[src/rtl/fp_add_scheduler.sv]
// Round-robin scheduler sharing one fixed-latency FP32 adder between NUM_REQ requesters.
// Optional macro FP_SCHED_SPECIAL_BYPASS_EN: Inf/NaN operand pairs are resolved locally without the adder.
module fp_add_scheduler #(
  parameter int unsigned NUM_REQ     = 4,
  parameter int unsigned ADD_LATENCY = 3,
  parameter int unsigned ID_W        = $clog2(NUM_REQ)
) (
  input  logic                  clk,
  input  logic                  rst_n,
  input  logic [NUM_REQ-1:0]    req_valid,
  output logic [NUM_REQ-1:0]    req_ready,
  input  logic [32*NUM_REQ-1:0] req_a,
  input  logic [32*NUM_REQ-1:0] req_b,
  output logic                  resp_valid,
  input  logic                  resp_ready,
  output logic [31:0]           resp_data,
  output logic [ID_W-1:0]       resp_id,
  output logic                  add_start,
  output logic [31:0]           add_a,
  output logic [31:0]           add_b,
  input  logic [31:0]           add_result,
  output logic                  busy
);

  localparam int unsigned CNT_W = (ADD_LATENCY > 1) ? $clog2(ADD_LATENCY) : 1;

  localparam logic [1:0] S_IDLE  = 2'd0;
  localparam logic [1:0] S_ISSUE = 2'd1;
  localparam logic [1:0] S_WAIT  = 2'd2;
  localparam logic [1:0] S_RESP  = 2'd3;

  logic [1:0]       state_q, state_d;
  logic [CNT_W-1:0] cnt_q, cnt_d;
  logic [ID_W-1:0]  ptr_q, ptr_d;
  logic [31:0]      add_a_q, add_a_d, add_b_q, add_b_d;
  logic [31:0]      resp_data_q, resp_data_d;
  logic [ID_W-1:0]  resp_id_q, resp_id_d;
  logic             add_start_q, add_start_d;
  logic             resp_valid_q, resp_valid_d;
  logic             busy_q, busy_d;

  logic [NUM_REQ-1:0] grant_c;
  logic [ID_W-1:0]    winner_c;
  logic               found_c;
  logic [31:0]        a_arr [NUM_REQ];
  logic [31:0]        b_arr [NUM_REQ];
  logic [31:0]        win_a, win_b;

  for (genvar i = 0; i < NUM_REQ; i++) begin : g_unpack
    assign a_arr[i] = req_a[32*i +: 32];
    assign b_arr[i] = req_b[32*i +: 32];
  end

  assign win_a = a_arr[winner_c];
  assign win_b = b_arr[winner_c];

`ifdef FP_SCHED_SPECIAL_BYPASS_EN
  // NaN in, or opposite infinities, give the canonical quiet NaN; otherwise the Inf operand (A first).
  function automatic logic [31:0] special_result(input logic [31:0] a, input logic [31:0] b);
    logic a_inf, b_inf, a_nan, b_nan;
    a_inf = (&a[30:23]) && (a[22:0] == 23'd0);
    b_inf = (&b[30:23]) && (b[22:0] == 23'd0);
    a_nan = (&a[30:23]) && (a[22:0] != 23'd0);
    b_nan = (&b[30:23]) && (b[22:0] != 23'd0);
    if (a_nan || b_nan)                        return 32'h7FC0_0000;
    else if (a_inf && b_inf && (a[31] != b[31])) return 32'h7FC0_0000;
    else if (a_inf)                            return a;
    else                                       return b;
  endfunction
`endif

  // Round-robin search starting just after the last winner.
  always_comb begin
    int unsigned idx;
    idx      = 0;
    grant_c  = '0;
    winner_c = '0;
    found_c  = 1'b0;
    for (int unsigned k = 1; k <= NUM_REQ; k++) begin
      idx = (32'(ptr_q) + k) % NUM_REQ;
      if (!found_c && req_valid[ID_W'(idx)]) begin
        found_c              = 1'b1;
        grant_c[ID_W'(idx)]  = 1'b1;
        winner_c             = ID_W'(idx);
      end
    end
  end

  assign req_ready = (state_q == S_IDLE) ? grant_c : '0;

  always_comb begin
    state_d     = state_q;
    cnt_d       = cnt_q;
    ptr_d       = ptr_q;
    add_a_d     = add_a_q;
    add_b_d     = add_b_q;
    resp_data_d = resp_data_q;
    resp_id_d   = resp_id_q;
    case (state_q)
      S_IDLE: begin
        if (found_c) begin
          add_a_d   = win_a;
          add_b_d   = win_b;
          resp_id_d = winner_c;
          ptr_d     = winner_c;
          state_d   = S_ISSUE;
`ifdef FP_SCHED_SPECIAL_BYPASS_EN
          if ((&win_a[30:23]) || (&win_b[30:23])) begin
            resp_data_d = special_result(win_a, win_b);
            state_d     = S_RESP;
          end
`endif
        end
      end
      S_ISSUE: begin
        cnt_d   = '0;
        state_d = S_WAIT;
      end
      S_WAIT: begin
        cnt_d = cnt_q + CNT_W'(1);
        if (cnt_q == CNT_W'(ADD_LATENCY - 1)) begin
          resp_data_d = add_result;
          state_d     = S_RESP;
        end
      end
      S_RESP: begin
        if (resp_ready) state_d = S_IDLE;
      end
      default: state_d = S_IDLE;
    endcase
    add_start_d  = (state_d == S_ISSUE);
    resp_valid_d = (state_d == S_RESP);
    busy_d       = (state_d != S_IDLE);
  end

  always_ff @(posedge clk) begin
    if (!rst_n) begin
      state_q      <= S_IDLE;
      cnt_q        <= '0;
      ptr_q        <= ID_W'(NUM_REQ - 1);
      add_a_q      <= '0;
      add_b_q      <= '0;
      resp_data_q  <= '0;
      resp_id_q    <= '0;
      add_start_q  <= 1'b0;
      resp_valid_q <= 1'b0;
      busy_q       <= 1'b0;
    end else begin
      state_q      <= state_d;
      cnt_q        <= cnt_d;
      ptr_q        <= ptr_d;
      add_a_q      <= add_a_d;
      add_b_q      <= add_b_d;
      resp_data_q  <= resp_data_d;
      resp_id_q    <= resp_id_d;
      add_start_q  <= add_start_d;
      resp_valid_q <= resp_valid_d;
      busy_q       <= busy_d;
    end
  end

  assign add_start  = add_start_q;
  assign add_a      = add_a_q;
  assign add_b      = add_b_q;
  assign resp_valid = resp_valid_q;
  assign resp_data  = resp_data_q;
  assign resp_id    = resp_id_q;
  assign busy       = busy_q;

endmodule

[config.mk]
export PLATFORM = sky130hd
export DESIGN_NAME = fp_add_scheduler
export DESIGN_NICKNAME = d
export VERILOG_FILES = /design/src/rtl/fp_add_scheduler.sv
export SDC_FILE = /design/constraint.sdc
export NUM_CORES = 1
export LEC_CHECK = 0
export ABC_AREA = 1
export BUFFER_PORTS_ARGS = -buffer_cell sky130_fd_sc_hd__buf_4
export CAP_MARGIN = 20
export CORE_AREA = 5 5 151 153
export CTS_BUF_LIST = sky130_fd_sc_hd__clkbuf_4
export CTS_CLUSTER_SIZE = 28
export DETAILED_ROUTE_END_ITERATION = 8
export DIE_AREA = 0 0 156 158
export GPL_TIMING_DRIVEN = 1
export PLACE_DENSITY = 0.78
export REMOVE_ABC_BUFFERS = 1
export SLEW_MARGIN = 20
export SYNTH_ARGS = -nofsm -noshare
export SYNTH_HDL_FRONTEND = slang
export SYNTH_SLANG_ARGS = --single-unit
[constraint.sdc]
create_clock -name clk -period 2.3 [get_ports clk]
set_input_delay 0.46 -clock clk [delete_from_list [all_inputs] [get_ports clk]]
set_output_delay 0.46 -clock clk [all_outputs]
set_load 0.03 [all_outputs]
* After elaboration in Yosys (flattened, before gate mapping) *
Cells that the tools add are included.
W data, S select, Z words.

word-level totals
  register bits after elaboration = 107
  bits of input ports = 295

operators by class
  equality and inequality tests = 6
  bitwise gates (word level) = 4
  reduce and logical (&&, ||, !) cells = 15
  multiplexer cells = 40
  add/subtract/negate cells = 5
  order comparisons = 9

operators with widths
  operator               number
  $bmux W32 S2           2
  $mux W32               4
  $mux W4                5
  $mux W2                7
  $lt A2 B3 Y1 const B   4
  $mux W1                12
  $or A4 B4 Y4           3
  $bmux W1 S2            4
  $demux W1 S2           4
  $eq A2 B2 Y1 const B   4
  $ge A2 B1 Y1 const B   4
  $pmux W2 S4            1
  $logic_and A1 B1 Y1    7
  $add A2 B1 Y2 const B  3
  $add A2 B2 Y2 const B  2
  $eq A2 B1 Y1 const B   2
  $pmux W2 S2            1
  $reduce_and A2 Y1      2
  $reduce_bool A2 Y1     2
  $ge A3 B3 Y1 const B   1
  $logic_not A1 Y1       3
  $not A2 Y3             1
  $logic_not A2 Y1       1

* Longest topological paths before layout *
Gate-level depths: netlist (run 1).

  depth after elaboration = 17
  depth in mapped cells = 17

* Worst setup path after synthesis (run 1) *
No wires, ideal clock.

  kind = register to output
  from = register ptr_q[0]
  to = output req_ready[3]
  buffers on the path = 1
  data arrival time = 1,954 ps
  stages on the path, launching flop included = 12
  slack = -114 ps
  path through = dfxtp_1 > buf_4 > inv_4 > ha_1 > inv_1 > nand2_2 > nand2_4 > nor2_4 > nand4_1 > o221ai_1 > nand2_1 > inv_1

on the way
  word-level cells in the longest chain between the ends = 14
  elaborated cells on any way between the ends = 49

RTL lines
  element                                                RTL line  text
  start, declared                                        34        logic [ID_W-1:0] ptr_q, ptr_d;
  start signal, assigned                                 140       ptr_q <= ID_W'(NUM_REQ - 1);
  start signal, assigned                                 151       ptr_q <= ptr_d;
  branches (longest 12 deep; another with $lt A2 B3 Y1)  n/a
  $mux W4 (*)                                            81        if (!found_c && req_valid[ID_W'(idx)]) begin
  $mux W4 (*)                                            89        assign req_ready = (state_q == S_IDLE) ? grant_c : '0;
  end, declared                                          11        output logic [NUM_REQ-1:0] req_ready,

Every way passes the cells marked *. The select of a mux whose other input is x is not followed.

* Worst setup path in the final report (run 1) *
Ends and elaborated chain as after synthesis.

==> impl_metrics.py, run 1 <==
metrics = {
    "setup_path": {
        "critPathKind": "flip-flop to output pin",
        "critPathLaunchType": "flip-flop",
        "arrival_ps": 2230,
        "crit_fanout": 10,
        "cp_data_required_time_ps": 1840,
        "critPathCaptureType": "output pin",
    },
    "sta": {
        "finalSetupViolCount": 68,
        "worst_slew_pin_slew_ps": 948,
        "rsz0062_at_grt": "true",
        "hold_viol": 0,
        "min_period_over_period_pct": 117,
        "slew_headroom_pct": 36.7,
        "maxSlewViolCount": 0,
        "setup_ws_ps": -390,
        "fmax_mhz": 372,
        "period_needed_ps": 2690,
        "whs_ps": 201,
        "fin_worst_skew_ps": 32.1,
    },
    "clocking": {
        "cts_tree": "yes",
        "path_clk_slew_ps": 210,
        "cts_buffers": 9,
        "clk_latency_ps": 490,
        "cts_buffer_depth": 2,
        "cts_hold_buf": 0,
        "cts.sinks": 107,
        "htreeDepth": 3,
        "root_buffer": "clkbuf_4",
    },
    "layout": {
        "final_util_pct": 53.4,
        "syn_to_final_growth_pct": 51.8,
        "seq_area_mm2": 0.00214,
        "instances_no_fill": 1927,
        "drive_above_1_share_pct": 32.5,
        "n_fill_cell": 2066,
        "nNetsFinal": 1949,
        "multi_input_comb_area_mm2": 0.00422,
    },
    "synth": {
        "yosys_warnings": 0,
        "ys_types": 33,
        "yosysSeqAreaShare_pct": 28.5,
        "synth-edff-count": 0,
        "netlist_instances": 1261,
        "syn-cell-area_mm2": 0.00753,
        "synthFlopType": "dfxtp_1",
        "syn_avg_cell_area_um2": 5.97,
        "synth-async-reset-ratio_pct": 0,
        "ys_ff_latch": 107,
    },
    "routing": {
        "num_vias": 9472,
        "drt_iter0_drc": 679,
        "drt.antenna.violating_nets": 0,
        "first_pass_iters": 5,
        "drcViolationCount": 0,
        "wl_per_cell_um": 15.3,
        "wl_um": 29400,
        "vias_per_cell": 4.92,
    },
    "hold_path": {
        "hp-class": "input port to flip-flop",
    },
    "flow_run": {
        "cap_violations": 0,
    },
    "power": {
        "power.density_mw_per_mm2": 1620,
        "p_leak_nw": 6.37,
        "irDropWorstVdd_mv": 1.55,
    },
    "place": {
        "port_buffers": 399,
        "place_congestion": 0.916,
        "hpwl_um": 21800,
        "dp_cells": 1899,
    },
    "global_route": {
        "grt_pass1_wl_um": 45600,
        "antenna_found_initial": 1,
        "grt_overflow": 0,
        "grt_max_degree": 66,
        "track_usage_pct": 22.7,
        "grt_pass1_vias": 9301,
    },
    "floorplanning": {
        "rows": 54,
        "die-area_mm2": 0.0246,
        "die_w_um": 156,
        "io_pins": 400,
        "core_mm2": 0.0214,
        "start_util_pct": 35.2,
        "chipHeight_um": 158,
    },
    "status": {
        "outcome": "finished, violations left",
        "violations": "negative setup slack",
    },
}
==> per-stage QoR <==
| step | TNS, ps | setup slack [ps] | total power [mW] | area [um^2] |
|---|---|---|---|---|
| global route | -20180 | -551 | 20.2 | 11400 |
| CTS | -3160 | -400 | 18.3 | 11300 |
| finish | -10990 | -390 | 18.5 | 11400 |
| detailed placement | -2050 | -76.0 | 16.2 | 11000 |
| global placement | -30.1 | -17.4 | 16.0 | 11000 |
| floorplan | -232740 | -3540 | 10.3 | 7110 |
==> layout by cell type, fill, tap and decap left out, types with 2 or more instances in the layout <==
cell type and n:
dfxtp_2 2, nor2_1 262, buf_16 3, bufbuf_16 2, inv_6 3, o21ai_1 4, nand2_2 6, o211ai_1 2
buf_4 431, ha_1 12, o21ai_0 39, nand2_1 224, buf_12 11, nand2_4 6, clkbuf_4 9, nor2_4 2
clkinv_8 2, inv_4 3, nand3_1 136, nand4_1 98, inv_1 212, a21oi_1 6, dfxtp_1 105, nand3_4 2
a31oi_1 2, nor3b_2 28, buf_6 9, inv_2 6, nor3b_1 4
==> power by group <==
group          total [mW]  internal, mW  leakage (nW)  switching, mW
Clock                1.04         0.275        0.0821          0.767
Sequential           2.71          2.41         0.881          0.300
Combinational        14.8          5.94          5.41           8.81
==> per-layer routing <==
metal,wire [um],GRT usage [%]
met2,14500,39.8
met4,1180,9.84
met1,11300,26.1
met5,0,0
met3,2410,5.71
==> cell usage after synthesis (10+ instances only) <==
cell type / number / area share, %
nand2_1: 230 / 11
dfxtp_1: 107 / 28
buf_4: 10 / 1.0
clkbuf_1: 33 / 1.6
o21ai_0: 42 / 2.8
nand3_1: 136 / 9.0
buf_2: 37 / 2.5
nor3b_2: 28 / 4.7
nor2_1: 263 / 13
ha_1: 13 / 2.2
inv_1: 218 / 11
nand4_1: 98 / 8.1
==> kinds of logic after synthesis <==
group           after synthesis  share of synthesized area, %
simple gates                771                          48.3
compound gates               61                          4.55
fa+ha+maj                    13                          2.16
buf+inv                     309                          16.6
flops                       107                          28.5
==> registers in the layout (all words and copies together) (netlist names) <==
name,cells
resp_valid,1
ptr_q,2
resp_id,2
busy,1
add_a,32
state_q,2
resp_data,32
add_start,1
cnt_q,2
add_b,32
==> layout make-up <==
| class | instances | area share [%] |
|---|---|---|
| antenna | 1 | 0.0219 |
| clock buffer | 9 | 0.591 |
| clock inverter | 7 | 0.755 |
| inverter | 221 | 7.32 |
| multi-input combinational | 845 | 36.9 |
| sequential | 107 | 18.8 |
| tap | 280 | 3.06 |
| timing repair buffer | 457 | 32.5 |
==> path summary, 6_finish.rpt <==
kind	from	end	slack, ps	cells past startpoint
max reg2reg	ptr_q[0]	add_a[0]	-200	15
min	add_result[7]	resp_data[7]	200	3
max	ptr_q[0]	req_ready[3]	-390	12
min reg2reg	cnt_q[1]	cnt_q[1]	490	2
==> critical path, stage by stage (launching register included) <==
cell and delay (ps):
dfxtp_2 400, inv_4 50, buf_6 150, nand2_2 80
nand2_2 80, nand2_4 90, nand2_4 80, nor2_4 140
nand4_1 200, o221ai_1 220, nand2_1 90, inv_2 70
buf_6 120
==> what timing repair did <==
action | CTS | global route
gates cloned | 3 | 0
pin swaps | 10 | 7
setup buffers | 7 | 1
endpoints found under the setup margin | 69 | 72
resized for setup | 20 | 20
Power figures use the tool's default switching activity.
==> run 2, diff against run 1 <==
- CORE_AREA: 5 5 151 153 -> not set
- CORE_ASPECT_RATIO: not set -> 0.9
- CORE_MARGIN: not set -> 5
- CORE_UTILIZATION: not set -> 23
- DIE_AREA: 0 0 156 158 -> not set
- HOLD_SLACK_MARGIN: not set -> 0.1
- PLACE_DENSITY: 0.78 -> 0.58
==> run 2 against run 1 <==
The flow still finishes with violations (negative setup slack). Die area up 48%. Core utilization decreased by 13 points. Total power rose by 29%. Routed wire length rose by 26%. Combinational power is 36% higher. Worst setup slack got worse by 61 ps. First-iteration DRC count decreased by 13%. Sequential power about the same. Via count increased by 3.5%. Clock skew rose by 8.9 ps. Worst hold slack worse by 18 ps. Sequential share of layout area decreased by 2.0 points. Largest cell class unchanged.
==> impl_metrics.py, run 2 (synthesized netlist as in run 1, its figures left out) <==
metrics = {
    "sta": {
        "rsz0062_at_grt": "true",
        "fmax_mhz": 364,
        "finalSetupViolCount": 77,
        "min_period_over_period_pct": 120,
        "setup_ws_ps": -451,
        "worst_slew_pin_slew_ps": 561,
        "slew_headroom_pct": 62.5,
        "hold_viol": 0,
        "fin_worst_skew_ps": 41.1,
        "maxSlewViolCount": 0,
        "period_needed_ps": 2750,
    },
    "hold_path": {
        "hp-class": "input port to flip-flop",
    },
    "global_route": {
        "grt_pass1_vias": 9185,
        "grt_overflow": 0,
        "grt_pass1_wl_um": 48500,
        "track_usage_pct": 16.2,
        "grt_max_degree": 71,
        "antenna_found_initial": 3,
    },
    "floorplanning": {
        "die-area_mm2": 0.0365,
        "die_w_um": 201,
        "core_mm2": 0.0321,
        "rows": 62,
        "io_pins": 400,
        "chipHeight_um": 182,
        "start_util_pct": 23.4,
    },
    "status": {
        "outcome": "finished, violations left",
        "violations": "negative setup slack",
    },
    "layout": {
        "drive_above_1_share_pct": 38.1,
        "syn_to_final_growth_pct": 70.1,
        "layout_common_cells": "buf_4 (425), nor2_1 (260), inv_1 (214)",
        "n_fill_cell": 3354,
        "final_util_pct": 39.9,
        "final_common_cell": "buf_4",
        "nNetsFinal": 1986,
    },
    "place": {
        "port_buffers": 399,
        "place_congestion": 0.871,
        "hpwl_um": 23000,
    },
    "routing": {
        "drt.antenna.violating_nets": 0,
        "drt_iter0_drc": 592,
        "drcViolationCount": 0,
        "first_pass_iters": 5,
        "vias_per_cell": 4.67,
        "wl_per_cell_um": 17.7,
        "num_vias": 9808,
        "wl_um": 37100,
    },
    "setup_path": {
        "cpMostUsedCell": "buf_6",
        "arrival_ps": 3170,
        "slowest_delay_ps": 410,
        "crit_buf_inv": 11,
        "critPathKind": "flip-flop to flip-flop",
        "critPathLaunchType": "flip-flop",
        "cp_data_required_time_ps": 2720,
        "critPathCaptureType": "flip-flop",
        "crit_fanout": 16,
        "slowest_stage": "dfxtp_2",
        "cp_top_family": "buffers and inverters",
        "cp_cell_sequence": "inv_4, ha_4, inv_4, nand2_4, nand2_8, nor2_4, buf_4, buf_6, buf_6, buf_6, buf_6, nand3_4, nand2_2, inv_8, buf_4, clkbuf_16, nor2_1, nor2_1, nand2_1, inv_1",
    },
    "clocking": {
        "path_clk_slew_ps": 220,
        "root_buffer": "clkbuf_4",
        "htreeDepth": 3,
        "cts_buffers": 9,
        "cts_buffer_depth": 2,
        "cts_tree": "yes",
        "cts.sinks": 107,
        "clk_latency_ps": 530,
    },
    "power": {
        "irDropWorstVdd_mv": 0.945,
        "p_leak_nw": 6.91,
        "design_power_total_mw": 23.9,
        "power.density_mw_per_mm2": 1870,
    },
    "flow_run": {
        "cap_violations": 0,
    },
}
run 2: per-layer routing:
layer  GRT usage, %  part of all wire [%]  up-vias
li1               -                     -     4780
met4           4.46                   2.2        2
met1           19.5                    43     4546
met5              0                 0.035        -
met2           28.5                    48      414
met3           4.58                   7.5       66
run 2: repair_timing:
| item | 4_1_cts | 5_1_grt |
|---|---|---|
| resized for setup | 15 | 143 |
| hold endpoints to repair | 0 | 0 |
| setup buffers | 3 | 21 |
| endpoints found under the setup margin | 71 | 70 |
| hold buffers | 0 | 0 |
| gates cloned | 1 | 24 |
| pin swaps | 6 | 25 |
run 2: where the power goes:
part / internal (mW) / switching (mW) / leakage, nW
Combinational: 8.87 / 11.3 / 5.97
Clock: 0.237 / 0.775 / 0.0582
Sequential: 2.41 / 0.298 / 0.881
Total: 11.5 / 12.4 / 6.91
run 2: path summary, 6_finish.rpt:
path | startpoint | slack (ps) | depth (start not counted) | end
worst min register to register | cnt_q[0] | 480 | 1 | cnt_q[0]
worst max-delay path | ptr_q[0] | -450 | 20 | add_b[4]
worst max register to register | ptr_q[0] | -450 | 20 | add_b[4]
worst min-delay path | add_result[13] | 180 | 3 | resp_data[13]
run 2: metrics by stage:
stage | hold slack (ps) | setup slack (ps) | setup TNS, ps | area [um^2] | std cells
final | 182 | -451 | -25750 | 12800 | 2101
after global routing | 118 | -612 | -34470 | 12800 | 2101
after CTS | 109 | -466 | -1990 | 11400 | 2054
after detailed placement | 460 | -182 | -5290 | 11200 | 2034
after global placement | 454 | -106 | -949 | 11200 | 2034
after floorplan | 440 | -3540 | -232740 | 7110 | 1173
run 2: area by class of cell:
class,instances,area [um^2],area share (%)
Multi-Input combinational cell,845,4610,36.0
Timing Repair Buffer,494,4550,35.5
Sequential cell,107,2140,16.7
Inverter,221,846,6.60
Tap cell,416,520,4.06
Clock buffer,9,67.6,0.527
Clock inverter,7,61.3,0.479
Antenna cell,2,5.00,0.0391
run 2: worst min-delay path, delay by kind of cell:
family / cells / cell delay, ps
buffers and inverters: 1 / 80
AND/OR/NAND/NOR: 1 / 80
AO/OA/AOI/OAI: 1 / 70
==> run 3, diff against run 2 <==
- CORE_MARGIN: 5 -> 2
- PLACE_DENSITY: 0.58 -> not set
- clock period: 2.3 -> 3.55 ns (I/O delays scaled with it)
==> run 3 against run 2 <==
The run now ends clean. Final area shrank 14%. Flip-flop and latch count did not move. Sequential share of layout area up 2.7 points. Total power is 55% lower. Register-to-register slack gained 1200 ps. Global-route usage is 0.23 points higher. Clock-buffer cell count unchanged. Critical path depth down 8. Worst setup slack better by 700 ps. Largest power group unchanged.
==> impl_metrics.py, run 3 (synthesized netlist as in run 1, its figures left out) <==
metrics = {
    "setup_path": {
        "setup.worst_path.start": "ptr_q[0]",
        "arrival_ps": 2590,
        "cp_cell_sequence": "buf_4, inv_4, ha_4, inv_1, nand2_2, nand2_4, nor2_4, nand4_1, o221ai_1, nand2_1, inv_1, buf_4",
        "crit_buf_inv": 5,
        "r2r_end": "add_b[6]",
        "slowest_delay_ps": 350,
        "r2r_slack_ps": 770,
        "cp_data_required_time_ps": 2840,
        "crit_cells": 12,
        "cp_top_family": "simple AND/OR/NAND/NOR gates",
        "slowest_stage": "dfxtp_1",
        "critPathKind": "flip-flop to output pin",
        "r2r_cells": 15,
        "r2r-start": "ptr_q[0]",
        "critPathCaptureType": "output pin",
        "crit_fanout": 11,
        "endpoint": "req_ready[3]",
        "critPathLaunchType": "flip-flop",
    },
    "sta": {
        "slew_headroom_pct": 32.4,
        "fmax_mhz": 303,
        "period_needed_ps": 3300,
        "maxSlewViolCount": 0,
        "min_period_over_period_pct": 92.9,
        "fin_worst_skew_ps": 23.8,
        "worst_slew_pin_slew_ps": 1010,
        "finalSetupViolCount": 0,
        "final.setup.tns_ps": 0,
        "hold_viol": 0,
    },
    "clocking": {
        "cts.sinks": 107,
        "root_buffer": "clkbuf_4",
        "htreeDepth": 3,
        "path_clk_slew_ps": 200,
        "cts_tree": "yes",
        "clk_latency_ps": 520,
        "cts_buffer_depth": 2,
        "cts_buffers": 9,
        "cts_hold_buf": 0,
    },
    "layout": {
        "layout_common_cells": "buf_4 (414), nor2_1 (263), nand2_1 (229)",
        "design_area_mm2": 0.0110,
        "seq_area_mm2": 0.00215,
        "multi_input_comb_area_mm2": 0.00418,
        "n_fill_cell": 3522,
        "nNetsFinal": 1911,
        "syn_to_final_growth_pct": 46.6,
        "drive_above_1_share_pct": 30.0,
        "final_util_pct": 34.4,
        "final_common_cell": "buf_4",
    },
    "power": {
        "p_leak_nw": 6.08,
        "power.density_mw_per_mm2": 964,
        "irDropWorstVdd_mv": 0.614,
    },
    "routing": {
        "num_vias": 9109,
        "first_pass_iters": 5,
        "drcViolationCount": 0,
        "vias_per_cell": 4.50,
        "wl_um": 28800,
        "wl_per_cell_um": 14.2,
        "drt_iter0_drc": 351,
        "drt.antenna.violating_nets": 0,
    },
    "global_route": {
        "antenna_found_initial": 1,
        "grt_pass1_wl_um": 45000,
        "grt_overflow": 0,
        "track_usage_pct": 16.5,
        "grt_max_degree": 98,
        "grt_pass1_vias": 8670,
    },
    "flow_run": {
        "cap_violations": 0,
    },
    "place": {
        "hpwl_um": 21300,
        "port_buffers": 399,
        "place_congestion": 0.854,
        "place_area_mm2": 0.0109,
    },
    "floorplanning": {
        "die-area_mm2": 0.0342,
        "start_util_pct": 23.5,
        "die_w_um": 195,
        "io_pins": 400,
        "core_mm2": 0.0320,
        "rows": 62,
        "chipHeight_um": 176,
    },
    "hold_path": {
        "hp-class": "input port to flip-flop",
    },
    "status": {
        "outcome": "complete, no violations",
    },
}
-- run 3: cell count changes in the layout (fill, tap and decap cells not counted), sizes merged --
cell	before	now
diode	2	1
clkinvlp	5	2
clkbuf	29	9
buf	474	419
inv	222	220
clkinv	1	6
-- run 3: worst min-delay path by stage --
stage / end / from / slack (ps) / cells after the start
3_5_place_dp: resp_id[0] / resp_id[0] / 460 / 2
3_3_place_gp: cnt_q[0] / cnt_q[0] / 460 / 1
6_report: resp_data[18] / add_result[18] / 420 / 3
2_1_floorplan: cnt_q[0] / cnt_q[0] / 440 / 1
5_1_grt: resp_data[14] / add_result[14] / 350 / 3
4_1_cts: resp_data[14] / add_result[14] / 340 / 3
-- run 3: layout make-up --
class	instances	share of cell area, %
Multi-Input combinational cell	845	37.9
Timing Repair Buffer	419	29.1
Sequential cell	107	19.4
Inverter	221	7.58
Tap cell	416	4.72
Clock inverter	7	0.680
Clock buffer	9	0.612
Antenna cell	1	0.0227
-- run 3: power by group --
| part | internal [mW] | total [mW] | switching [mW] |
|---|---|---|---|
| clock network | 0.161 | 0.658 | 0.496 |
| logic | 2.83 | 8.23 | 5.40 |
| registers | 1.56 | 1.75 | 0.192 |
| total | 4.55 | 10.6 | 6.09 |
-- run 3: layer usage --
metal	part of all wire, %	up-vias	wire length, um	global-route usage (%)
li1	-	4622	-	-
met2	48	372	13900	28.7
met5	0	-	0	0
met1	42	4081	12000	19.7
met3	8.3	34	2400	4.74
met4	1.9	0	554	4.65
-- run 3: timing repair --
item,4_1_cts,5_1_grt
setup buffers,0,1
gates resized for setup,1,3
pin swaps,0,1
setup endpoints to repair,3,4
-- run 3: worst register-to-register path, stage by stage, from the launching register on --
cell and delay (ps):
dfxtp_1 350, buf_4 190, inv_4 110, ha_4 310, inv_1 80, nand2_2 90, nand2_4 80, nor2_4 190
nand2_1 130, nand2_1 140, nand2_1 110, o21ai_4 110, nand2_4 260, buf_4 320, nor3b_1 190, nor2_1 50
-- run 3: stage by stage --
stage | hold WS, ps | worst slack, ps | std cells | total power [mW]
6_report | 415 | 251 | 2025 | 10.6
4_1_cts | 337 | 66.2 | 2023 | 10.8
3_3_place_gp | 456 | 647 | 2007 | 10.0
2_1_floorplan | 440 | -2290 | 1173 | 7.04
3_5_place_dp | 457 | 567 | 2007 | 10.1
5_1_grt | 355 | -3.22 | 2025 | 11.7
